File: config.mk
export PLATFORM = sky130hd
export DESIGN_NAME = imem_arbiter_flat
export DESIGN_NICKNAME = d
export VERILOG_FILES = /design/src/rtl/imem_arbiter_if.sv /design/src/rtl/imem_arbiter.sv /design/src/flat_wrapper.sv
export SDC_FILE = /design/constraint.sdc
export NUM_CORES = 1
export LEC_CHECK = 0
export BUFFER_PORTS_ARGS = -buffer_cell sky130_fd_sc_hd__buf_2
export CORE_AREA = 5 5 75 77
export CTS_CLUSTER_DIAMETER = 80
export DETAILED_ROUTE_END_ITERATION = 8
export DIE_AREA = 0 0 80 82
export PLACE_DENSITY = 0.78
export SYNTH_ARGS = -nofsm -noshare
export SYNTH_HDL_FRONTEND = slang
export SYNTH_SLANG_ARGS = --single-unit
File: constraint.sdc
create_clock -name clk -period 2.6 [get_ports clk]
set_input_delay 0.65 -clock clk [delete_from_list [all_inputs] [get_ports clk]]
set_output_delay 0.65 -clock clk [all_outputs]
set_load 0.005 [all_outputs]
File: src/rtl/imem_arbiter_if.sv
// Bundle of fetch, debug, flush and ROM signals around imem_arbiter.
// slave = arbiter side, master = requesters plus ROM (bench or system glue).
interface imem_arbiter_if #(
    parameter int ADDR_W = 32,
    parameter int DATA_W = 32
);
    logic              if_req;
    logic [ADDR_W-1:0] if_addr;
    logic              if_gnt;
    logic              if_rvalid;
    logic [DATA_W-1:0] if_rdata;
    logic              dbg_req;
    logic [ADDR_W-1:0] dbg_addr;
    logic              dbg_gnt;
    logic              dbg_rvalid;
    logic [DATA_W-1:0] dbg_rdata;
    logic              flush;
    logic              rom_en;
    logic [ADDR_W-1:0] rom_addr;
    logic [DATA_W-1:0] rom_rdata;

    modport slave (
        input  if_req, if_addr, dbg_req, dbg_addr, flush, rom_rdata,
        output if_gnt, if_rvalid, if_rdata, dbg_gnt, dbg_rvalid, dbg_rdata,
               rom_en, rom_addr
    );

    modport master (
        output if_req, if_addr, dbg_req, dbg_addr, flush, rom_rdata,
        input  if_gnt, if_rvalid, if_rdata, dbg_gnt, dbg_rvalid, dbg_rdata,
               rom_en, rom_addr
    );
endinterface

File: src/rtl/imem_arbiter.sv
// Shares the single-port instruction ROM between fetch and a debug read port.
// Optional starvation guard for the debug port: define IMEM_STARVE_GUARD_EN.
module imem_arbiter #(
    parameter int ADDR_W     = 32,
    parameter int DATA_W     = 32,
    parameter int STARVE_MAX = 8
) (
    input  logic              clk,
    input  logic              reset,
    imem_arbiter_if.slave     bus,
    output logic [1:0]        owner
);
    // Handshake: a requester holds req with a stable address until its gnt is
    // high in the same cycle; the word returns with rvalid exactly one cycle later.

    typedef enum logic [1:0] {
        OWN_NONE = 2'd0,
        OWN_IF   = 2'd1,
        OWN_DBG  = 2'd2
    } owner_t;

    localparam logic [7:0] STARVE_LIM = 8'(STARVE_MAX);

    owner_t            owner_q;
    owner_t            owner_d;
    logic              if_ok;
    logic              dbg_win;
    logic              if_gnt_c;
    logic              dbg_gnt_c;
    logic              force_dbg;
    logic [ADDR_W-1:0] addr_mux;
    logic [DATA_W-1:0] rdata;

    always_ff @(posedge clk) begin
        if (reset) begin
            owner_q <= OWN_NONE;
        end else begin
            owner_q <= owner_d;
        end
    end

    // Grants are suppressed during reset so a request held across reset is ignored.
    always_comb begin
        owner_d   = OWN_NONE;
        if_ok     = 1'b0;
        dbg_win   = 1'b0;
        if_gnt_c  = 1'b0;
        dbg_gnt_c = 1'b0;
        if (!reset) begin
            if_ok     = bus.if_req & ~bus.flush;
            dbg_win   = bus.dbg_req & (~if_ok | force_dbg);
            dbg_gnt_c = dbg_win;
            if_gnt_c  = if_ok & ~dbg_win;
        end
        if (dbg_gnt_c) begin
            owner_d = OWN_DBG;
        end else if (if_gnt_c) begin
            owner_d = OWN_IF;
        end
    end

`ifdef IMEM_STARVE_GUARD_EN
    logic [7:0] starve_cnt;

    always_ff @(posedge clk) begin
        if (reset) begin
            starve_cnt <= 8'd0;
        end else if (dbg_gnt_c) begin
            starve_cnt <= 8'd0;
        end else if (bus.dbg_req && (starve_cnt != STARVE_LIM)) begin
            starve_cnt <= starve_cnt + 8'd1;
        end
    end

    assign force_dbg = (starve_cnt == STARVE_LIM);
`else
    logic [7:0] unused_starve_lim;
    assign unused_starve_lim = STARVE_LIM;
    assign force_dbg         = 1'b0;
`endif

    assign addr_mux     = dbg_gnt_c ? bus.dbg_addr : bus.if_addr;
    assign rdata        = bus.rom_rdata;

    assign bus.if_gnt   = if_gnt_c;
    assign bus.dbg_gnt  = dbg_gnt_c;
    assign bus.rom_en   = if_gnt_c | dbg_gnt_c;
    assign bus.rom_addr = addr_mux;

    // A flush in the response cycle kills a fetch word already read from the ROM.
    assign bus.if_rvalid  = (owner_q == OWN_IF) & ~bus.flush & ~reset;
    assign bus.dbg_rvalid = (owner_q == OWN_DBG) & ~reset;
    assign bus.if_rdata   = rdata;
    assign bus.dbg_rdata  = rdata;

    assign owner = owner_q;
endmodule

File: src/flat_wrapper.sv
// flat-port wrapper written by rule: the top's interface ports become plain ports
module imem_arbiter_flat 
#(
    parameter int ADDR_W     = 32,
    parameter int DATA_W     = 32,
    parameter int STARVE_MAX = 8
)
  (clk, reset, owner, bus_if_req, bus_if_addr, bus_dbg_req, bus_dbg_addr, bus_flush, bus_rom_rdata, bus_if_gnt, bus_if_rvalid, bus_if_rdata, bus_dbg_gnt, bus_dbg_rvalid, bus_dbg_rdata, bus_rom_en, bus_rom_addr);
  imem_arbiter_if #(.ADDR_W(ADDR_W), .DATA_W(DATA_W)) bus_i ();
  input  logic clk;
  input  logic reset;
  output logic [1:0] owner;
  input wire logic [$bits(bus_i.if_req)-1:0] bus_if_req;
  input wire logic [$bits(bus_i.if_addr)-1:0] bus_if_addr;
  input wire logic [$bits(bus_i.dbg_req)-1:0] bus_dbg_req;
  input wire logic [$bits(bus_i.dbg_addr)-1:0] bus_dbg_addr;
  input wire logic [$bits(bus_i.flush)-1:0] bus_flush;
  input wire logic [$bits(bus_i.rom_rdata)-1:0] bus_rom_rdata;
  output wire logic [$bits(bus_i.if_gnt)-1:0] bus_if_gnt;
  output wire logic [$bits(bus_i.if_rvalid)-1:0] bus_if_rvalid;
  output wire logic [$bits(bus_i.if_rdata)-1:0] bus_if_rdata;
  output wire logic [$bits(bus_i.dbg_gnt)-1:0] bus_dbg_gnt;
  output wire logic [$bits(bus_i.dbg_rvalid)-1:0] bus_dbg_rvalid;
  output wire logic [$bits(bus_i.dbg_rdata)-1:0] bus_dbg_rdata;
  output wire logic [$bits(bus_i.rom_en)-1:0] bus_rom_en;
  output wire logic [$bits(bus_i.rom_addr)-1:0] bus_rom_addr;
  assign bus_i.if_req = bus_if_req;
  assign bus_i.if_addr = bus_if_addr;
  assign bus_i.dbg_req = bus_dbg_req;
  assign bus_i.dbg_addr = bus_dbg_addr;
  assign bus_i.flush = bus_flush;
  assign bus_i.rom_rdata = bus_rom_rdata;
  assign bus_if_gnt = bus_i.if_gnt;
  assign bus_if_rvalid = bus_i.if_rvalid;
  assign bus_if_rdata = bus_i.if_rdata;
  assign bus_dbg_gnt = bus_i.dbg_gnt;
  assign bus_dbg_rvalid = bus_i.dbg_rvalid;
  assign bus_dbg_rdata = bus_i.dbg_rdata;
  assign bus_rom_en = bus_i.rom_en;
  assign bus_rom_addr = bus_i.rom_addr;
  imem_arbiter #(.ADDR_W(ADDR_W), .DATA_W(DATA_W), .STARVE_MAX(STARVE_MAX)) u_core (.clk(clk), .reset(reset), .bus(bus_i), .owner(owner));
endmodule
# == Word level (Yosys, flattened, before mapping) ==
# Cells that the tools add are included.
# totals
ff_bits,2
out_inout_bits,103
# classes
n_eq_ne,2
muxes,5
bitwise_logic,11
reduce_logical,1
# op_table
operator,n
2-to-1 mux 32 bit,1
bitwise AND 1 bit,6
inverter 1 bit,4
2-to-1 mux 1 bit,3
"equality test 2 x 1 -> 1 bit, second input constant",1
"equality test 2 bit, second input constant",1
2-to-1 mux 2 bit,1
OR reduction 2 bit,1
OR 1 bit,1

# == Logic depth before layout (Yosys ltp) ==
# logic_depth
ltp_word,9
depth_mapped,5
mapped_depth_nobuf,3

# == Worst setup path before layout ==
# Ideal clock, no wire load.
# synth_path
kind,input-to-output
start,in bus_if_req
end,out bus_rom_addr[0]
arrival_ns,1.707
required_ns,1.950
setup_slack_ns,0.243
cell_stages,5
cell_sequence,nor2b_1 > or3b_1 > buf_6 > buf_6 > mux2_4
# synth_via
elab_chain_len,5
# synth_rtl
element,line,rtl
"start, declared",flat_wrapper.sv:13,input wire logic [$bits(bus_i.if_req)-1:0] bus_if_req;
bitwise AND 1 bit,imem_arbiter.sv:50,if_ok = bus.if_req & ~bus.flush;
inverter 1 bit,imem_arbiter.sv:51,dbg_win = bus.dbg_req & (~if_ok | force_dbg);
bitwise AND 1 bit,imem_arbiter.sv:51,
2-to-1 mux 1 bit,imem_arbiter.sv:49,if (!reset) begin
2-to-1 mux 32 bit,imem_arbiter.sv:82,assign addr_mux = dbg_gnt_c ? bus.dbg_addr : bus.if_addr;
"end, declared",flat_wrapper.sv:26,output wire logic [$bits(bus_i.rom_addr)-1:0] bus_rom_addr;
# No other way between the ends.

# == Worst setup path in the final report ==
# layout_path
start,in bus_if_req
end,out bus_rom_addr[1]
# The elaborated chain is that of the path after synthesis.

==> summary.txt <==
Synthesis
  • Synthesized area: 1092 µm²
  • Post-synthesis cell count: 112
  • Total of flip-flops plus latches after synthesis: 2
  • Post-synthesis net count: 213
  • Sequential cell area fraction in the yosys report: 3.666%
  • Count of different cell masters after synthesis: 11
  • Average cell area after synthesis: 9.753 µm²
  • Warnings, synthesis: 0

Detailed routing
  • Total routed wirelength: 3433 µm
  • Drt pass-1 iters: 2
  • Per-cell routed wire length: 14.86 µm
  • Number of remaining DRC errors: 0
  • Number of vias per cell: 3.909
  • Antenna-violating nets left: 0
  • First-iteration detailed-routing DRC count: 7
  • Total via count after detailed routing: 903

Setup path
  • Startpoint of the worst setup timing path: bus_if_req
  • Startpoint-to-endpoint class of the critical path: input pin to output port
  • Destination of the critical timing path: bus_rom_addr[1]
  • Req. time, crit path: 1.95 ns
  • Worst-path fanout max: 12
  • Critical Path Source Type: input pin
  • Arrival time of data at the critical path endpoint: 1.96 ns
  • Crit. End Element: output port

Global routing
  • Total GRT Usage: 9.041%
  • Largest net degree at the start of global routing: 13
  • Overflow left after global routing: 0
  • Initial antenna violation count: 0
  • Via count of the first global-routing pass: 928
  • Global-route wire length before repair: 4533 µm

Placement
  • Placer congestion estimate: 0.6919
  • Estimated wirelength of the detail-placed design: 2506 µm
  • Pre-CTS setup slack: -0.1128 ns
  • PortBufs: 107

Floorplan
  • Number of top-level pins: 204
  • Area inside the core boundary: 4945 µm²
  • Number of core rows: 26
  • Die W: 80 µm
  • Initial Utilization: 22.09%
  • Die Y: 82 µm
  • Die Outline Area: 6560 µm²

Timing
  • Final worst path period share: 100.2%
  • Highest attainable clock frequency: 383.8 MHz
  • Period minus WS final: 2.605 ns
  • Unrepaired setup endpoints after global routing: true
  • Final-report hold violation count: 0
  • Aggregate negative setup slack: -0.007523 ns
  • Worst-margin pin slew: 0.2303 ns
  • Endpoints failing setup: 3
  • Fin Hold WS: 0.7040 ns
  • Max-slew violation count: 0
  • Remaining max-slew budget at the tightest pin: 84.43%
  • Worst setup margin: -0.005247 ns

Status
  • Run status: finished with violations
  • Violations in the final reports: setup timing

Layout
  • Layout fillers: 515
  • Max reg flops: 2
  • Net count reported at finish: 264
  • Final Util: 31.71%
  • Number of diodes added for antenna fixing: 0
  • Share of post-route cells with drive strength above 1: 95.03%
  • Synth-to-layout area growth: 43.53%

Min path
  • Type of the most critical hold path: input pin to register

Clock tree
  • Clock-pin slew reported for the worst setup and hold paths after clock tree synthesis: 0.03 ns
  • Number of clock buffers inserted by TritonCTS: 3
  • Master cell of the clock root buffer: clkbuf_8
  • Buffer levels on the longest clock path: 2
  • TritonCTS clock tree: yes
  • CTS H-tree depth: 1
  • Number of sinks handled by clock tree synthesis: 2

Power and ir drop
  • Power density of the placed cells: 273.0 nW/µm²
  • Highest ir drop seen on vdd: 290.6 µV
  • Post-layout total power: 0.0004280 W
  • Standby leakage power: 0.9185 nW

Run
  • Max_cap viols: 0
-- power by group --
part | leakage [nW] | switching (W) | internal, W
clock | 0.0216 | 0.0000315 | 0.0000985
sequential | 0.0165 | 0.000000984 | 0.0000324
combinational | 0.880 | 0.0000805 | 0.000184
-- worst min path at each step --
stage                           from              end  slack (ns)  cells past startpoint
after floorplan                reset  u_core.owner[0]        0.73                      1
after global placement    bus_if_req  u_core.owner[0]        0.94                      2
after detailed placement   bus_flush  u_core.owner[0]        0.95                      3
after CTS                 bus_if_req  u_core.owner[0]        0.70                      2
after global routing      bus_if_req  u_core.owner[0]        0.71                      2
final                     bus_if_req  u_core.owner[0]        0.70                      2
-- cell usage after synthesis --
library cell   n  area, µm²
nor2_1         2      7.510
dfxtp_1        2      40.04
nor4b_1        1      8.760
inv_2          2      7.510
buf_4         64      480.5
mux2_1         4      45.04
or3b_1         1      8.760
mux2_4        28      420.4
buf_6          4      45.04
nor2b_1        1      6.260
nor3b_1        3      22.52
-- kinds of logic (layout without fill, tap and decap cells) --
group                  count (synthesis)  after routing  share of synthesized area, %
flip-flops                             2              2                         3.666
AND/OR/NAND/NOR                        8              8                         4.926
buffers and inverters                 70            119                         48.80
multiplexers                          32             32                         42.61
-- layout by cell type (no fill, tap or decap), drive strengths merged --
master and n:
nor3b 3, nor2b 1, or3b 1, nor4b 1, dfxtp 2, inv 2
nor2 2, clkbuf 3, mux2 32, buf 114
-- metrics by stage --
step           instance area (µm²)  cells
4_1_cts                       1538    231
3_5_place_dp                  1232    225
5_1_grt                       1568    231
6_report                      1568    231
2_1_floorplan                 1092    112
3_3_place_gp                  1232    225
-- layout make-up --
cell class                      instances  area, µm²  share of cell area (%)
Tap cell                               70      87.58                   5.587
Sequential cell                         2      40.04                   2.554
Inverter                                2      7.507                  0.4789
Clock buffer                            3      41.29                   2.634
Timing Repair Buffer                  114      847.1                   54.03
Multi-Input combinational cell         40      544.3                   34.72
-- worst max-delay path, cell delays in order --
cell and delay [ns]:
buf_6 0.09, nor2b_4 0.12, or3b_4 0.47, buf_16 0.19, mux2_4 0.31, buf_6 0.12
-- what timing repair did --
action | in CTS | in global routing
resized for setup | 38 | 5
pin swaps | 1 | 1
hold buffers | 0 | 0
buffers inserted | 1 | 0
cloned | 2 | 0
endpoints found under the setup margin | 32 | 32
-- metal layers --
| layer | wire length, µm | vias up | global-route usage [%] |
|---|---|---|---|
| li1 | - | 404 | - |
| met1 | 1217 | 385 | 9.755 |
| met2 | 1537 | 108 | 14.49 |
| met3 | 625 | 6 | 4.825 |
| met4 | 52 | 0 | 4.392 |
| met5 | 0 | - | 0 |
(Power assumes the default switching activity.)
